==> config.mk <==
export PLATFORM = sky130hd
export DESIGN_NAME = sync_fifo_cfg
export DESIGN_NICKNAME = d
export VERILOG_FILES = /design/src/rtl/sync_fifo_cfg.sv
export SDC_FILE = /design/constraint.sdc
export NUM_CORES = 1
export LEC_CHECK = 0
export CAP_MARGIN = 10
export CORE_UTILIZATION = 55
export DETAILED_ROUTE_END_ITERATION = 10
export GPL_ROUTABILITY_DRIVEN = 0
export PLACE_DENSITY = 0.76
export SYNTH_ARGS = -nofsm -noshare
export SYNTH_HDL_FRONTEND = slang
export SYNTH_SLANG_ARGS = --single-unit
==> constraint.sdc <==
create_clock -name clk -period 3.55 [get_ports clk]
set_input_delay 0.5325 -clock clk [delete_from_list [all_inputs] [get_ports clk]]
set_output_delay 0.5325 -clock clk [all_outputs]
set_load 0.01 [all_outputs]
==> src/rtl/sync_fifo_cfg.sv <==
// sync_fifo_cfg: single-clock FIFO with arbitrary depth (>= 2), programmable
// almost-full/almost-empty thresholds, an occupancy count, overflow/underflow
// pulses and a selectable standard or first-word-fall-through read port.
module sync_fifo_cfg #(
    parameter int DATA_WIDTH = 8,
    parameter int FIFO_DEPTH = 8,
    parameter int AF_LEVEL   = FIFO_DEPTH - 2,
    parameter int AE_LEVEL   = 1,
    parameter int FWFT       = 0,
    parameter int CNT_WIDTH  = $clog2(FIFO_DEPTH + 1)
) (
    input  logic                  clk,
    input  logic                  rst,
    input  logic                  winc,
    input  logic [DATA_WIDTH-1:0] wdata,
    input  logic                  rinc,
    output logic [DATA_WIDTH-1:0] rdata,
    output logic                  rvalid,
    output logic                  full,
    output logic                  empty,
    output logic                  almost_full,
    output logic                  almost_empty,
    output logic [CNT_WIDTH-1:0]  count,
    output logic                  overflow,
    output logic                  underflow
);

    localparam int PTR_WIDTH = (FIFO_DEPTH > 2) ? $clog2(FIFO_DEPTH) : 1;
    localparam logic [PTR_WIDTH-1:0] PTR_LAST = PTR_WIDTH'(FIFO_DEPTH - 1);
    localparam logic [PTR_WIDTH-1:0] PTR_ONE  = PTR_WIDTH'(1);
    localparam logic [CNT_WIDTH-1:0] CNT_FULL = CNT_WIDTH'(FIFO_DEPTH);
    localparam logic [CNT_WIDTH-1:0] CNT_AF   = CNT_WIDTH'(AF_LEVEL);
    localparam logic [CNT_WIDTH-1:0] CNT_AE   = CNT_WIDTH'(AE_LEVEL);
    localparam logic [CNT_WIDTH-1:0] CNT_ONE  = CNT_WIDTH'(1);

    logic [DATA_WIDTH-1:0] mem_q [0:FIFO_DEPTH-1];
    logic [PTR_WIDTH-1:0]  wptr_q, wptr_d;
    logic [PTR_WIDTH-1:0]  rptr_q, rptr_d;
    logic [CNT_WIDTH-1:0]  count_q, count_d;
    logic                  overflow_q, underflow_q;
    logic                  wr_acc, rd_acc;

    // Flags are pure decodes of the count register, so they only move after an edge.
    assign full         = (count_q == CNT_FULL);
    assign empty        = (count_q == '0);
    assign almost_full  = (count_q >= CNT_AF);
    assign almost_empty = (count_q <= CNT_AE);
    assign count        = count_q;
    assign overflow     = overflow_q;
    assign underflow    = underflow_q;

    // Accept decisions and next pointer/count values; pointers wrap by compare
    // so non-power-of-two depths work.
    always_comb begin
        wr_acc  = winc & ~full;
        rd_acc  = rinc & ~empty;
        wptr_d  = wptr_q;
        rptr_d  = rptr_q;
        count_d = count_q;
        if (wr_acc) begin
            wptr_d = (wptr_q == PTR_LAST) ? '0 : wptr_q + PTR_ONE;
        end
        if (rd_acc) begin
            rptr_d = (rptr_q == PTR_LAST) ? '0 : rptr_q + PTR_ONE;
        end
        case ({wr_acc, rd_acc})
            2'b10:   count_d = count_q + CNT_ONE;
            2'b01:   count_d = count_q - CNT_ONE;
            default: count_d = count_q;
        endcase
    end

    // Storage array; deliberately not reset, writes are blocked during reset.
    always_ff @(posedge clk) begin
        if (!rst && wr_acc) begin
            mem_q[wptr_q] <= wdata;
        end
    end

    // Pointer, count and protocol-violation pulse registers.
    always_ff @(posedge clk) begin
        if (rst) begin
            wptr_q      <= '0;
            rptr_q      <= '0;
            count_q     <= '0;
            overflow_q  <= 1'b0;
            underflow_q <= 1'b0;
        end else begin
            wptr_q      <= wptr_d;
            rptr_q      <= rptr_d;
            count_q     <= count_d;
            overflow_q  <= winc & full;
            underflow_q <= rinc & empty;
        end
    end

    generate
        if (FWFT == 0) begin : g_std
            logic [DATA_WIDTH-1:0] rdata_q;
            logic                  rvalid_q;

            // Registered read port: data loads on an accepted pop and holds otherwise.
            always_ff @(posedge clk) begin
                if (rst) begin
                    rdata_q  <= '0;
                    rvalid_q <= 1'b0;
                end else begin
                    rvalid_q <= rd_acc;
                    if (rd_acc) begin
                        rdata_q <= mem_q[rptr_q];
                    end
                end
            end

            assign rdata  = rdata_q;
            assign rvalid = rvalid_q;
        end else begin : g_fwft
            // Head word is presented directly; rinc acknowledges it.
            assign rdata  = mem_q[rptr_q];
            assign rvalid = ~empty;
        end
    endgenerate

endmodule

== After elaboration in Yosys (flattened, before gate mapping) ==
Memory sizes are Yosys's and may differ from the RTL's. A register that Yosys moved wholly into a read port is not among the register bits.
Cells that the tools add are included.

* Add/subtract/negate cells: 4
* Order comparisons: 2
* Eq/ne operators: 5
* Multiplexer cells: 5
* Bitwise gates (word level): 6
* Reductions and logical operators: 4

{| class="wikitable"
|+ Operators by type and width
! kind !! count
|-
| case mux 4 bit (2 select lines) || 1
|-
| adder 3 x 1 -> 3 bit (second input constant) || 2
|-
| equality test 3 bit (second input constant) || 2
|-
| two-way mux 3 bit || 2
|-
| adder 4 x 1 -> 4 bit (second input constant) || 1
|-
| AND 1 bit || 4
|-
| equality test 4 bit (second input constant) || 1
|-
| >= comparator 4 x 3 -> 1 bit (second input constant) || 1
|-
| less-or-equal comparator 4 x 1 -> 1 bit (second input constant) || 1
|-
| logical NOT 4 bit || 1
|-
| subtractor 4 x 1 -> 4 bit (second input constant) || 1
|-
| equality test 2 x 1 -> 1 bit (second input constant) || 1
|-
| equality test 2 bit (second input constant) || 1
|-
| two-way mux 1 bit || 2
|-
| NOT 1 bit || 2
|-
| nonzero test 2 bit || 1
|-
| logical AND 1 bit || 1
|-
| logical NOT 1 bit || 1
|}

* Register bits after elaboration: 13
* Memory bits (writable): 64
* Input bits: 12
* Output and inout bits: 19
* Word-level logic and storage cells: 33
* Memories kept: 1

{| class="wikitable"
|+ Memory list
! name !! depth !! width !! rd ports !! clocked after Yosys merged registers in !! write ports !! line !! source
|-
| mem_q || 8 || 8 || 1 || 1 || 1 || 36 || <nowiki>logic [DATA_WIDTH-1:0] mem_q [0:FIFO_DEPTH-1];</nowiki>
|}

== Logic depth before layout (Yosys ltp) ==
* Word-level depth: 6
* Mapped depth: 11
* Depth with buffers taken out: 10

== Least setup slack after synthesis ==
OpenSTA, ideal clock, no wires.

* Path kind: register to register
* From: reg count_q[0], in the netlist count[0]
* To: reg count_q[3], in the netlist count[3]
* Library setup time: 128 ps
* Arrival time: 2211 ps
* Required time: 3422 ps
* Path slack: 1211 ps
* Cell stages (with the launch flop): 12
* Buffers on the path: 1
* Period minus slack after synthesis: 2339 ps
* Cell sequence: dfxtp_1 inv_1 ha_1 or3b_1 buf_2 nand2_4 inv_1 ha_1 or4b_4 a21oi_2 xnor2_1 nor2_1

* Cells in the longest elaborated chain, start to end: 5
* Elaborated cells on any way between the ends: 12
* Classes of those cells: 2 x add/sub; 3 x eq/ne; 1 x mux; 4 x bitwise; 2 x reduce/logical

{| class="wikitable"
|+ RTL lines
! what !! line !! source
|-
| start: declaration || 39 || <nowiki>logic [CNT_WIDTH-1:0] count_q, count_d;</nowiki>
|-
| start signal: assignment || 91 || <nowiki>count_q <= count_d;</nowiki>
|-
| logical NOT 4 bit * || 45 || <nowiki>assign empty = (count_q == '0);</nowiki>
|-
| NOT 1 bit * || 56 || <nowiki>rd_acc = rinc & ~empty;</nowiki>
|-
| AND 1 bit * || 56 ||
|-
| via rd_acc || 41 || <nowiki>logic wr_acc, rd_acc;</nowiki>
|-
| equality test 2 x 1 -> 1 bit or equality test 2 bit (tied branches) || 66 || <nowiki>case ({wr_acc, rd_acc})</nowiki>
|-
| case mux 4 bit (2 select lines) or nonzero test 2 bit (tied branches) || n/a ||
|}

Mark *: on every way through the listed nets, which the timed path passes. The rest lies on a longest branch.
A chain may end at the register's enable or synchronous reset.

== Worst setup path after layout ==
* From: reg count_q[1], in the netlist count[1]
* To: out empty

* Cells in the longest elaborated chain, start to end: 1

{| class="wikitable"
|+ RTL lines
! what !! line !! source
|-
| logical NOT 4 bit || 45 ||
|-
| end: declaration || 20 || <nowiki>output logic empty,</nowiki>
|}

Every way passes these cells.

==> flow_summary.yaml <==
worst_setup_path:
  criticalPathCategory: "flip-flop to primary output"
  path_cells: "inv_1, ha_1, or3b_1, inv_2, clkdlybuf4s50_1"
  r2r_slack_ns: 1.07
  crit_path_max_fanout: 7
  cp_top_family: "buffers and inverters"
  crit_slowest_cell: "clkdlybuf4s50_1"
  critPathLaunch: "count[1]$_SDFFE_PP0P_"
  required_ns: 3.02
  startpoint_type: "flip-flop"
  rr_worst_depth: 10
  path_buf_inv: 3
  r2r-start: "count[0]$_SDFFE_PP0P_"
  r2r_end: "count[3]$_SDFFE_PP0P_"
  arrival_ns: 2.23
  end_kind: "primary output"
  cp_slowest_stage_delay_ns: 0.54
route:
  routedWlPerCell_um: 18.9
  viasPerCell: 5.80
  wl_met3_um: 438
  drtAntennaViolNets: 0
  routed-wl-met2_um: 3270
  wl_um: 6610
  remaining_drc_errors: 0
  firstDrtPassIters: 4
  top_layer: "met4"
  wl_met1_um: 2680
  drt-initial-drc-count: 182
  num_vias: 2025
floorplan:
  coreArea_mm2: 0.00599
  die_h_um: 81.1
  die_area_mm2: 0.00658
  die-width_um: 81.1
  num_io_pins: 31
  initial_utilization_pct: 57.4
  rows: 28
logic_synthesis:
  syn-num-nets: 251
  synth_seq_cells: 85
  ys_types: 35
  syn_area_per_cell_um2: 15.0
  syn_area_mm2: 0.00344
  yosys_warnings: 0
  synth_cells: 229
  synth-seq-area-share_pct: 68.1
global_routing:
  grt_pass1_wl_um: 10000
  grt_pass1_vias: 1904
  antenna_found_initial: 0
  grt_use_total_pct: 22.4
  overflow: 0
  grt_max_degree: 36
pwr:
  p_sw_share_pct: 28.7
  ir_worst_vdd_v: 0.000395
  p_int_mw: 1.78
  netSwitchingPower_uw: 716
  power.share.sequential_pct: 50.1
  power_mw: 2.50
  p_leak_nw: 1.37
  combPwrFrac_pct: 23.2
  clkPwrFrac_pct: 26.7
  power_per_cell_area_mw_per_mm2: 617
clock_network:
  cts_tree: "yes"
  cts_buffer_depth: 2
  postCtsHoldBufs: 0
  cts-root-buf: "clkbuf_8"
  htree_levels: 3
  numCtsBuffers: 9
  ctsResizeCount: 0
  cts_sinks: 85
  clk_latency_ns: 0.35
  clkTransAtPathRegs_ns: 0.08
  cts_setup_buffers: 0
finish:
  final_cell_mix: "64 x edfxtp_1, 33 x mux2i_1, 30 x clkdlybuf4s50_1"
  area_delta_synth_final_pct: 17.5
  layout.nets: 291
  final_common_cell: "edfxtp_1"
  antenna_cells: 0
  drive_gt1_share_pct: 11.3
timing:
  slew_headroom_pct: 29.1
  tns_ns: 0
  tightest_slew_ns: 1.06
  max_clock_freq_mhz: 362
  hold_viol_final: 0
  setup_viol: 0
  finalCritPeriodShare_pct: 77.8
  skew_ns: 0.00721
  rsz0062_at_grt: "no"
  period_needed_ns: 2.76
  slew_viol_final: 0
min_path:
  hold_path.class: "flip-flop to flip-flop"
  hold_depth: 1
  hold_start: "rdata[0]$_SDFFE_PP0P_"
  whs_endpoint: "rdata[0]$_SDFFE_PP0P_"
job:
  max_cap_violations: 0
placed_design:
  portBuffers: 30
  dp_hpwl_um: 4260
outcome:
  status: "complete, no violations"
## metrics by stage
step / util, % / std cells / cell area [µm²] / setup slack, ns / hold WS [ns]
6_report: 67.5 / 349 / 4040 / 0.789 / 0.466
3_5_place_dp: 64.3 / 333 / 3850 / 0.901 / 0.453
2_1_floorplan: - / 229 / 3440 / 1.21 / 0.475
4_1_cts: 67.5 / 349 / 4040 / 0.769 / 0.472
5_1_grt: 67.5 / 349 / 4040 / 0.687 / 0.491
3_3_place_gp: 64.3 / 333 / 3850 / 0.976 / 0.447
## routing by layer
layer  up-vias  track usage, %
met5         -               0
met1       974            28.8
met3        16            4.04
met4         0            14.5
li1        960               -
met2        75            35.0
## Yosys cell counts
cell type  instances  area (µm²)
edfxtp_1          64        1920
mux2i_1           33         330
dfxtp_1           21         420
a22oi_1           16         120
nor2_1            14        52.6
ha_1              10         125
nand2_1            9        33.8
a32o_1             8        80.1
a21oi_1            7        35.0
nand2b_1           5        31.3
inv_1              4        15.0
buf_1              3        11.3
buf_2              3        15.0
nand4b_1           3        26.3
or3_1              3        18.8
buf_4              2        15.0
nand3_1            2        10.0
nor2b_1            2        12.5
nor3_1             2        10.0
o21ai_0            2        10.0
xor2_1             2        17.5
a211oi_1           1        7.51
a21oi_2            1        8.76
a21oi_4            1        16.3
and2_1             1        6.26
clkbuf_1           1        3.75
inv_2              1        3.75
nand2_4            1        11.3
nand3b_1           1        7.51
nor2_4             1        11.3
nor3_2             1        10.0
or3_4              1        11.3
or3b_1             1        8.76
or4b_4             1        13.8
xnor2_1            1        8.76
## area by class of cell
cell class,instances,area (µm²)
tap,75,93.8
fill,416,1950
clock buffer,11,131
sequential,85,2340
multi-input combinational,130,1030
clock inverter,5,60.1
timing repair buffer,38,360
inverter,5,18.8
## worst max path at each step
stage / endpoint / depth (start not counted)
6_report: empty / 5
5_1_grt: empty / 5
4_1_cts: empty / 5
3_5_place_dp: mem_q[6][0]$_DFFE_PP_ / 5
3_3_place_gp: mem_q[4][0]$_DFFE_PP_ / 5
2_1_floorplan: count[3]$_SDFFE_PP0P_ / 11
## worst register-to-register path, cell delays in order (launching register included)
cell and delay (ns):
dfxtp_1 0.46, inv_1 0.13, ha_1 0.22, or3b_1 0.38, nand2_4 0.10, inv_1 0.07, ha_1 0.22, or4b_4 0.49
a21oi_2 0.16, xnor2_1 0.12, nor2_1 0.05
## power by group through the flow
stage / combinational, mW / clock [mW] / sequential, mW
CTS: 0.583 / 0.678 / 1.25
detailed placement: 0.580 / 0 / 1.28
global route: 0.627 / 0.721 / 1.26
global placement: 0.567 / 0 / 1.27
finish: 0.579 / 0.666 / 1.25
floorplan: 0.405 / 0 / 1.22
## logic make-up (layout without fill, tap and decap cells)
group	after synthesis	after routing	share of synthesized area [%]
muxes	33	33	9.60
and+or+nand+nor	48	48	8.00
DFF	85	85	68.1
xor gates and xnor gates	3	3	0.764
AOI/OAI and AO/OA	36	36	8.07
adders and majority gates	10	10	3.64
buffers and inverters	14	59	1.85
## flip-flops by register name, indices dropped and copies added, names as in the netlist
register	count
wptr_q	3
rvalid	1
mem_q	64
overflow	1
rdata	8
count	4
underflow	1
rptr_q	3
Power figures use the tool's default switching activity.
